## src/rtl/led_frame_sequencer.sv

```systemverilog
// Frame sequencer for a serial RGB LED chain: streams GRB pixels MSB first to a
// bit generator, prefetching the next pixel, then issues the RET (latch) symbols.
module led_frame_sequencer #(
    parameter int RET_SYMBOLS = 40
) (
    input  logic        clk,
    input  logic        reset,
    input  logic        start,
    input  logic [7:0]  numLeds,
    input  logic [23:0] pixData,
    input  logic        genDone,
    output logic [7:0]  pixAddr,
    output logic [1:0]  genMode,
    output logic        doGen,
    output logic        busy,
    output logic        frameDone
);

    typedef enum logic [1:0] {IDLE, LOAD, SEND, RET} state_t;

    localparam logic [7:0] RET_LAST = 8'(RET_SYMBOLS - 1);

    state_t      state_q;
    logic [7:0]  numLeds_q;
    logic [22:0] shift_q;     // bits still to send after the one on genMode
    logic [23:0] next_q;
    logic [4:0]  bitCnt_q;
    logic [7:0]  pixCnt_q;
    logic [7:0]  retCnt_q;
    logic [7:0]  pixAddr_q;
    logic [1:0]  genMode_q;
    logic        doGen_q;
    logic        busy_q;
    logic        frameDone_q;

    assign pixAddr   = pixAddr_q;
    assign genMode   = genMode_q;
    assign doGen     = doGen_q;
    assign busy      = busy_q;
    assign frameDone = frameDone_q;

    always_ff @(posedge clk or negedge reset) begin
        if (!reset) begin
            state_q     <= IDLE;
            numLeds_q   <= '0;
            shift_q     <= '0;
            next_q      <= '0;
            bitCnt_q    <= '0;
            pixCnt_q    <= '0;
            retCnt_q    <= '0;
            pixAddr_q   <= '0;
            genMode_q   <= 2'b00;
            doGen_q     <= 1'b0;
            busy_q      <= 1'b0;
            frameDone_q <= 1'b0;
        end else begin
            case (state_q)
                IDLE: begin
                    // The frameDone cycle is spent dropping busy, so a held start
                    // re-triggers no earlier than the following cycle.
                    if (frameDone_q) begin
                        frameDone_q <= 1'b0;
                        busy_q      <= 1'b0;
                    end else if (start && numLeds != 8'd0) begin
                        numLeds_q <= numLeds;
                        busy_q    <= 1'b1;
                        state_q   <= LOAD;
                    end
                end
                LOAD: begin
                    shift_q   <= pixData[22:0];
                    genMode_q <= {1'b1, pixData[23]};
                    pixAddr_q <= 8'd1;
                    bitCnt_q  <= '0;
                    pixCnt_q  <= '0;
                    doGen_q   <= 1'b1;
                    state_q   <= SEND;
                end
                SEND: begin
                    // The RAM output settles long before the 24th bit ends, so
                    // sampling it every cycle keeps the next pixel ready.
                    next_q <= pixData;
                    if (genDone) begin
                        if (bitCnt_q != 5'd23) begin
                            genMode_q <= {1'b1, shift_q[22]};
                            shift_q   <= {shift_q[21:0], 1'b0};
                            bitCnt_q  <= bitCnt_q + 5'd1;
                        end else if (pixCnt_q != numLeds_q - 8'd1) begin
                            genMode_q <= {1'b1, next_q[23]};
                            shift_q   <= next_q[22:0];
                            bitCnt_q  <= '0;
                            pixCnt_q  <= pixCnt_q + 8'd1;
                            pixAddr_q <= pixAddr_q + 8'd1;
                        end else begin
                            genMode_q <= 2'b00;
                            retCnt_q  <= '0;
                            state_q   <= RET;
                        end
                    end
                end
                RET: begin
                    if (genDone) begin
                        if (retCnt_q == RET_LAST) begin
                            doGen_q     <= 1'b0;
                            genMode_q   <= 2'b00;
                            frameDone_q <= 1'b1;
                            pixAddr_q   <= '0;
                            state_q     <= IDLE;
                        end else begin
                            retCnt_q <= retCnt_q + 8'd1;
                        end
                    end
                end
                default: state_q <= IDLE;
            endcase
        end
    end

endmodule

```

## config.mk

```make
export PLATFORM = sky130hd
export DESIGN_NAME = led_frame_sequencer
export DESIGN_NICKNAME = d
export VERILOG_FILES = /design/src/rtl/led_frame_sequencer.sv
export SDC_FILE = /design/constraint.sdc
export NUM_CORES = 1
export LEC_CHECK = 0
export CAP_MARGIN = 20
export CORE_MARGIN = 5
export CORE_UTILIZATION = 45
export DETAILED_ROUTE_END_ITERATION = 8
export GPL_ROUTABILITY_DRIVEN = 1
export PLACE_DENSITY = 0.68
export SLEW_MARGIN = 40
export SYNTH_ARGS = -nofsm -noshare
export SYNTH_HDL_FRONTEND = slang
export SYNTH_SLANG_ARGS = --single-unit
```

## constraint.sdc

```tcl
create_clock -name clk -period 2.59 [get_ports clk]
set_clock_uncertainty 0.1 [all_clocks]
set_input_delay 0.518 -clock clk [delete_from_list [all_inputs] [get_ports clk]]
set_output_delay 0.518 -clock clk [all_outputs]
set_load 0.05 [all_outputs]
```

Word-level counts from Yosys, hierarchy flattened
Index checks and enable logic that the tools add are counted.
- flip-flop bits (word level): 91
- bits in latches: 0
- bits in writable memories: 0
- bits in read-only memories: 0
- bits of input ports: 36
- output and inout bits: 13
- memories kept: 0
- add/subtract/negate cells: 5
- multipliers: 0
- divide/modulo/power cells: 0
- order comparisons: 0
- equal/unequal tests: 16
- shift operators: 0
- mux-type cells: 44
- bitwise operators: 1
- reductions and logical operators: 19
- operator list (kind ; count):
    $mux 8 ; 13
    $mux 23 ; 3
    $pmux 23 s2 ; 1
    $pmux 8 s2 ; 2
    $add 8x1->8 const B ; 3
    $pmux 8 s3 ; 1
    $mux 2 ; 10
    $ne 2x2->1 const B ; 9
    $mux 5 ; 3
    $reduce_and 3->1 ; 4
    $reduce_and 6->1 ; 2
    $pmux 5 s2 ; 1
    $reduce_bool 2->1 ; 5
    $eq 8x6->1 const B ; 1
    $ne 8x8->1 ; 1
    $pmux 2 s4 ; 1
    $reduce_and 4->1 ; 2
    $reduce_bool 8->1 ; 1
    $sub 8x1->8 const B ; 1
    $reduce_and 7->1 ; 1
    $mux 1 ; 6
    $pmux 2 s3 ; 1
    $add 5x1->5 const B ; 1
    $ne 5x5->1 const B ; 1
    9 further kinds ; 11

Longest topological paths before layout
- word-level depth: 6
- gate-level depth with buffers: 13
- gate-level depth less buffers: 9

Least setup slack after synthesis
OpenSTA, ideal clock, no wires.
- kind: reg2reg
- from: register numLeds_q[0]
- to: register shift_q[10]
- library setup time: 0.126 ns
- arrival time: 2.483 ns
- data required time: 2.364 ns
- setup slack: -0.119 ns
- cell stages (with the launch flop): 12
- cells stage by stage: dfrtp_1 > clkbuf_1 > inv_1 > ha_1 > xnor2_1 > a311o_1 > a2111oi_4 > o211ai_2 > nand2_2 > buf_4 > a21oi_1 > a221o_1
- cells in the longest elaborated chain, start to end: 4
- ends and longest elaborated chain (what ; RTL line ; text):
    start, declared ; 24 ; logic [7:0] numLeds_q;
    start signal, assigned ; 65 ; numLeds_q <= numLeds;
    $sub 8x1->8 ; 88 ; end else if (pixCnt_q != numLeds_q - 8'd1) begin
    $ne 8x8->1 ; 88 ;
    $ne 3x3->1 (no line) ; n/a ;
    $reduce_and 3->1 (no line) ; n/a ;
    end signal, assigned ; 71 ; shift_q <= pixData[22:0];
    end signal, assigned ; 86 ; shift_q <= {shift_q[21:0], 1'b0};
    end signal, assigned ; 90 ; shift_q <= next_q[22:0];
    end, declared ; 25 ; logic [22:0] shift_q;
No other way between the ends.
A chain may end at the register's enable or synchronous reset.

Final worst setup path
- from: register numLeds_q[0]
- to: register shift_q[3]
Same word-level chain as after synthesis.

==> results_dict.tcl <==
set metrics [dict create \
    detail-route-antenna-nets 0 \
    io_pins 49 \
    diodes 0 \
    coreArea_um2 10400 \
    start_kind "flip-flop" \
    crit_chain "inv_2 > ha_4 > xnor2_2 > a311o_1 > a2111oi_4 > buf_4 > o211ai_4 > nand2_4 > clkbuf_16 > a21oi_1 > a221o_1" \
    die_area_um2 12800 \
    port_buffers 48 \
    antenna_found_initial 0 \
    rows 37 \
    drive_gt1_frac 0.245 \
    synthMuxAreaShare 0.0818 \
    hpwl_mm 7.81 \
    leakagePower_nw 2.53 \
    setup_viol_count_final 0 \
    root_buffer "clkbuf_8" \
    grt_pass1_vias 3937 \
    grt.total_usage 0.184 \
    switching_share 0.392 \
    cts_inserted_buffers 9 \
    pwr-share-seq 0.390 \
    synth_cell_types 63 \
    worstPathRequired_ps 2750 \
    layout_commonest_cell "dfrtp_1" \
    hold_violations 0 \
    clkPwrFrac 0.152 \
    cellPowerDensity_nw_per_um2 982 \
    clk_latency_ps 370 \
    synth_fa_ha_area_frac 0.0261 \
    maxCapViolCount 0 \
    holdCritPathClass "flip-flop to flip-flop" \
    finalCriticalPeriod_ps 2570 \
    clock.fmax_mhz 389 \
    synth_cells 463 \
    synthXorXnorAreaFrac 0.0431 \
    overflow 0 \
    syn2layout_area_growth_pct 26.3 \
    synth_seq_cells 91 \
    ys_async_sr_fraction 1.00 \
    crit_arrival_ps 2730 \
    relSlewSlack 0.636 \
    finalWirelength_mm 11.6 \
    vias 3878 \
    synth_area_um2 4790 \
    synthSimpleGateAreaFrac 0.159 \
    p_switching_w 0.00233 \
    status "complete, no violations" \
    drt_iter0_drc 145 \
    internal-power_w 0.00361 \
    fill_cells 901 \
    cts.sink_count 91 \
    critPathSlowestCell "dfrtp_1" \
    wire_per_inst_um 17.0 \
    die_w_um 113 \
    yosysWarningCount 0 \
    synth_top_family_by_area "compound AO/OA/AOI/OAI gates" \
    drc 0 \
    ys_seq_area_frac 0.476 \
    synth-main-ff-cell "dfrtp_1" \
    stdcell_count 679 \
    cts_max_level 3 \
    cts_tree "built" \
    drt-vias-per-instance 5.71 \
    grt_pass1_wl_mm 19.1 \
    avgSynthCellArea_um2 10.3 \
    start_util 0.462 \
    clockBufferDepth 2 \
    setup_tns_ps 0 \
    place.gp.congestion 0.832 \
    crit_path_end_kind "flip-flop" \
    ir_drop_uv 701 \
    comb_power_share 0.458 \
    cp_slowest_stage_delay_ps 410 \
    synth_edf_count 0 \
    grt_max_degree 37 \
    fin_crit_sh 0.991 \
    maxSlewViolCount 0 \
    die_h_um 113 \
    synth-compound-area-share 0.180 \
    clkTransAtPathRegs_ps 100 \
    synth_fp_nets 509 \
    placedCellCount 656 \
    critPathMaxFanout 12 \
    criticalPathCategory "flip-flop to flip-flop" \
    nets 584 \
    layout_common_cells "90 x dfrtp_1, 67 x nand2_1, 47 x clkdlybuf4s50_1, 35 x buf_4, 33 x mux2_2" \
    rsz0062_at_grt "true" \
    dr.pass1.iters 4 \
    tightest_slew_ps 546 \
]
-- power by group through the flow --
stage          sequential (W)  combinational, W  clock, W
2_1_floorplan         0.00232           0.00179         0
3_3_place_gp          0.00231           0.00243         0
3_5_place_dp          0.00232           0.00251         0
4_1_cts               0.00230           0.00256  0.000925
5_1_grt               0.00238           0.00298  0.000985
6_report              0.00231           0.00272  0.000904
-- timing repair --
item / CTS / global route
buffers inserted: 1 / 2
pin swaps: 3 / 7
resized for setup: 5 / 36
hold endpoints to repair: 9 / 0
hold buffers: 1 / 0
setup endpoints to repair: 26 / 47
cloned: 1 / 2
-- cell type report --
type / count / area, µm² / area share
multi-input cells: 338 / 2540 / 0.420
flip-flops and latches: 91 / 2280 / 0.377
repair buffers: 88 / 845 / 0.140
well taps: 136 / 170 / 0.0282
clock buffers: 10 / 128 / 0.0211
clock inverters: 6 / 47.5 / 0.00787
inverters: 10 / 37.5 / 0.00621
-- per-stage QoR --
stage                     area (µm²)  worst slack, ps  total power (W)  hold WS, ps  utilization
after floorplan                 4800             18.1          0.00410          122            -
after global placement          5590             40.6          0.00473          385        0.539
after detailed placement        5590            -50.3          0.00484          382        0.539
after CTS                       5830            -8.73          0.00578          410        0.562
after global routing            6040            -74.8          0.00635          435        0.583
final                           6040             22.2          0.00594          410        0.583
-- final timing paths --
path / start / endpoint / slack (ps) / cells after the start
worst max-delay path: numLeds_q[0]$_DFFE_PN0P_ / shift_q[3]$_DFFE_PN0P_ / 20 / 11
worst min-delay path: frameDone$_DFFE_PN0P_ / busy$_DFFE_PN0P_ / 410 / 1
worst max register to register: numLeds_q[0]$_DFFE_PN0P_ / shift_q[3]$_DFFE_PN0P_ / 20 / 11
worst min register to register: frameDone$_DFFE_PN0P_ / busy$_DFFE_PN0P_ / 410 / 1
max in group asynchronous: reset / next_q[15]$_DFFE_PN0P_ / 1120 / 3
min in group asynchronous: reset / pixCnt_q[0]$_DFFE_PN0P_ / 540 / 2
-- cell usage after synthesis (3+ instances only) --
master,n,share of area
dfrtp_1,91,0.48
nand2_1,67,0.053
a21oi_1,45,0.047
mux2_2,33,0.078
a221o_1,23,0.048
nand3_1,18,0.019
clkbuf_1,17,0.013
nor2_1,16,0.013
xnor2_1,15,0.027
ha_1,10,0.026
inv_1,10,0.0078
and3_1,8,0.010
nor3_1,7,0.0073
nor4_1,6,0.0078
xor2_1,6,0.011
a21o_1,5,0.0078
and2_1,5,0.0065
o21ai_0,5,0.0052
a211oi_1,4,0.0063
nand2b_1,4,0.0052
nor3b_1,4,0.0063
a21boi_0,3,0.0047
a311o_1,3,0.0063
a32oi_1,3,0.0055
buf_4,3,0.0047
nand4_1,3,0.0039
o21a_1,3,0.0047
-- cell families after synthesis --
group	Yosys count
compound gates	117
xor+xnor	22
fa+ha+maj	10
buf+inv	35
flops	91
mux	35
simple gates	153
-- routing by layer --
| metal | wire, µm | track usage |
|---|---|---|
| met1 | 5070 | 0.242 |
| met2 | 5720 | 0.297 |
| met3 | 565 | 0.0455 |
| met4 | 221 | 0.0665 |
| met5 | 0 | 0 |
-- registers in the layout (all words and copies together) (netlist names) --
name / count
next_q: 24
state_q: 2
bitCnt_q: 5
pixCnt_q: 8
busy: 1
retCnt_q: 8
numLeds_q: 8
shift_q: 23
pixAddr: 8
doGen: 1
frameDone: 1
genMode: 2
-- worst max-delay path: cells and delay by family, from the launching register on --
family	cells	cell delay (ps)
compound gates	5	1030
xor+xnor	1	120
fa+ha+maj	1	200
buf+inv	3	450
flops	1	410
simple gates	1	140
No activity file was read; power rests on OpenSTA's default activity.
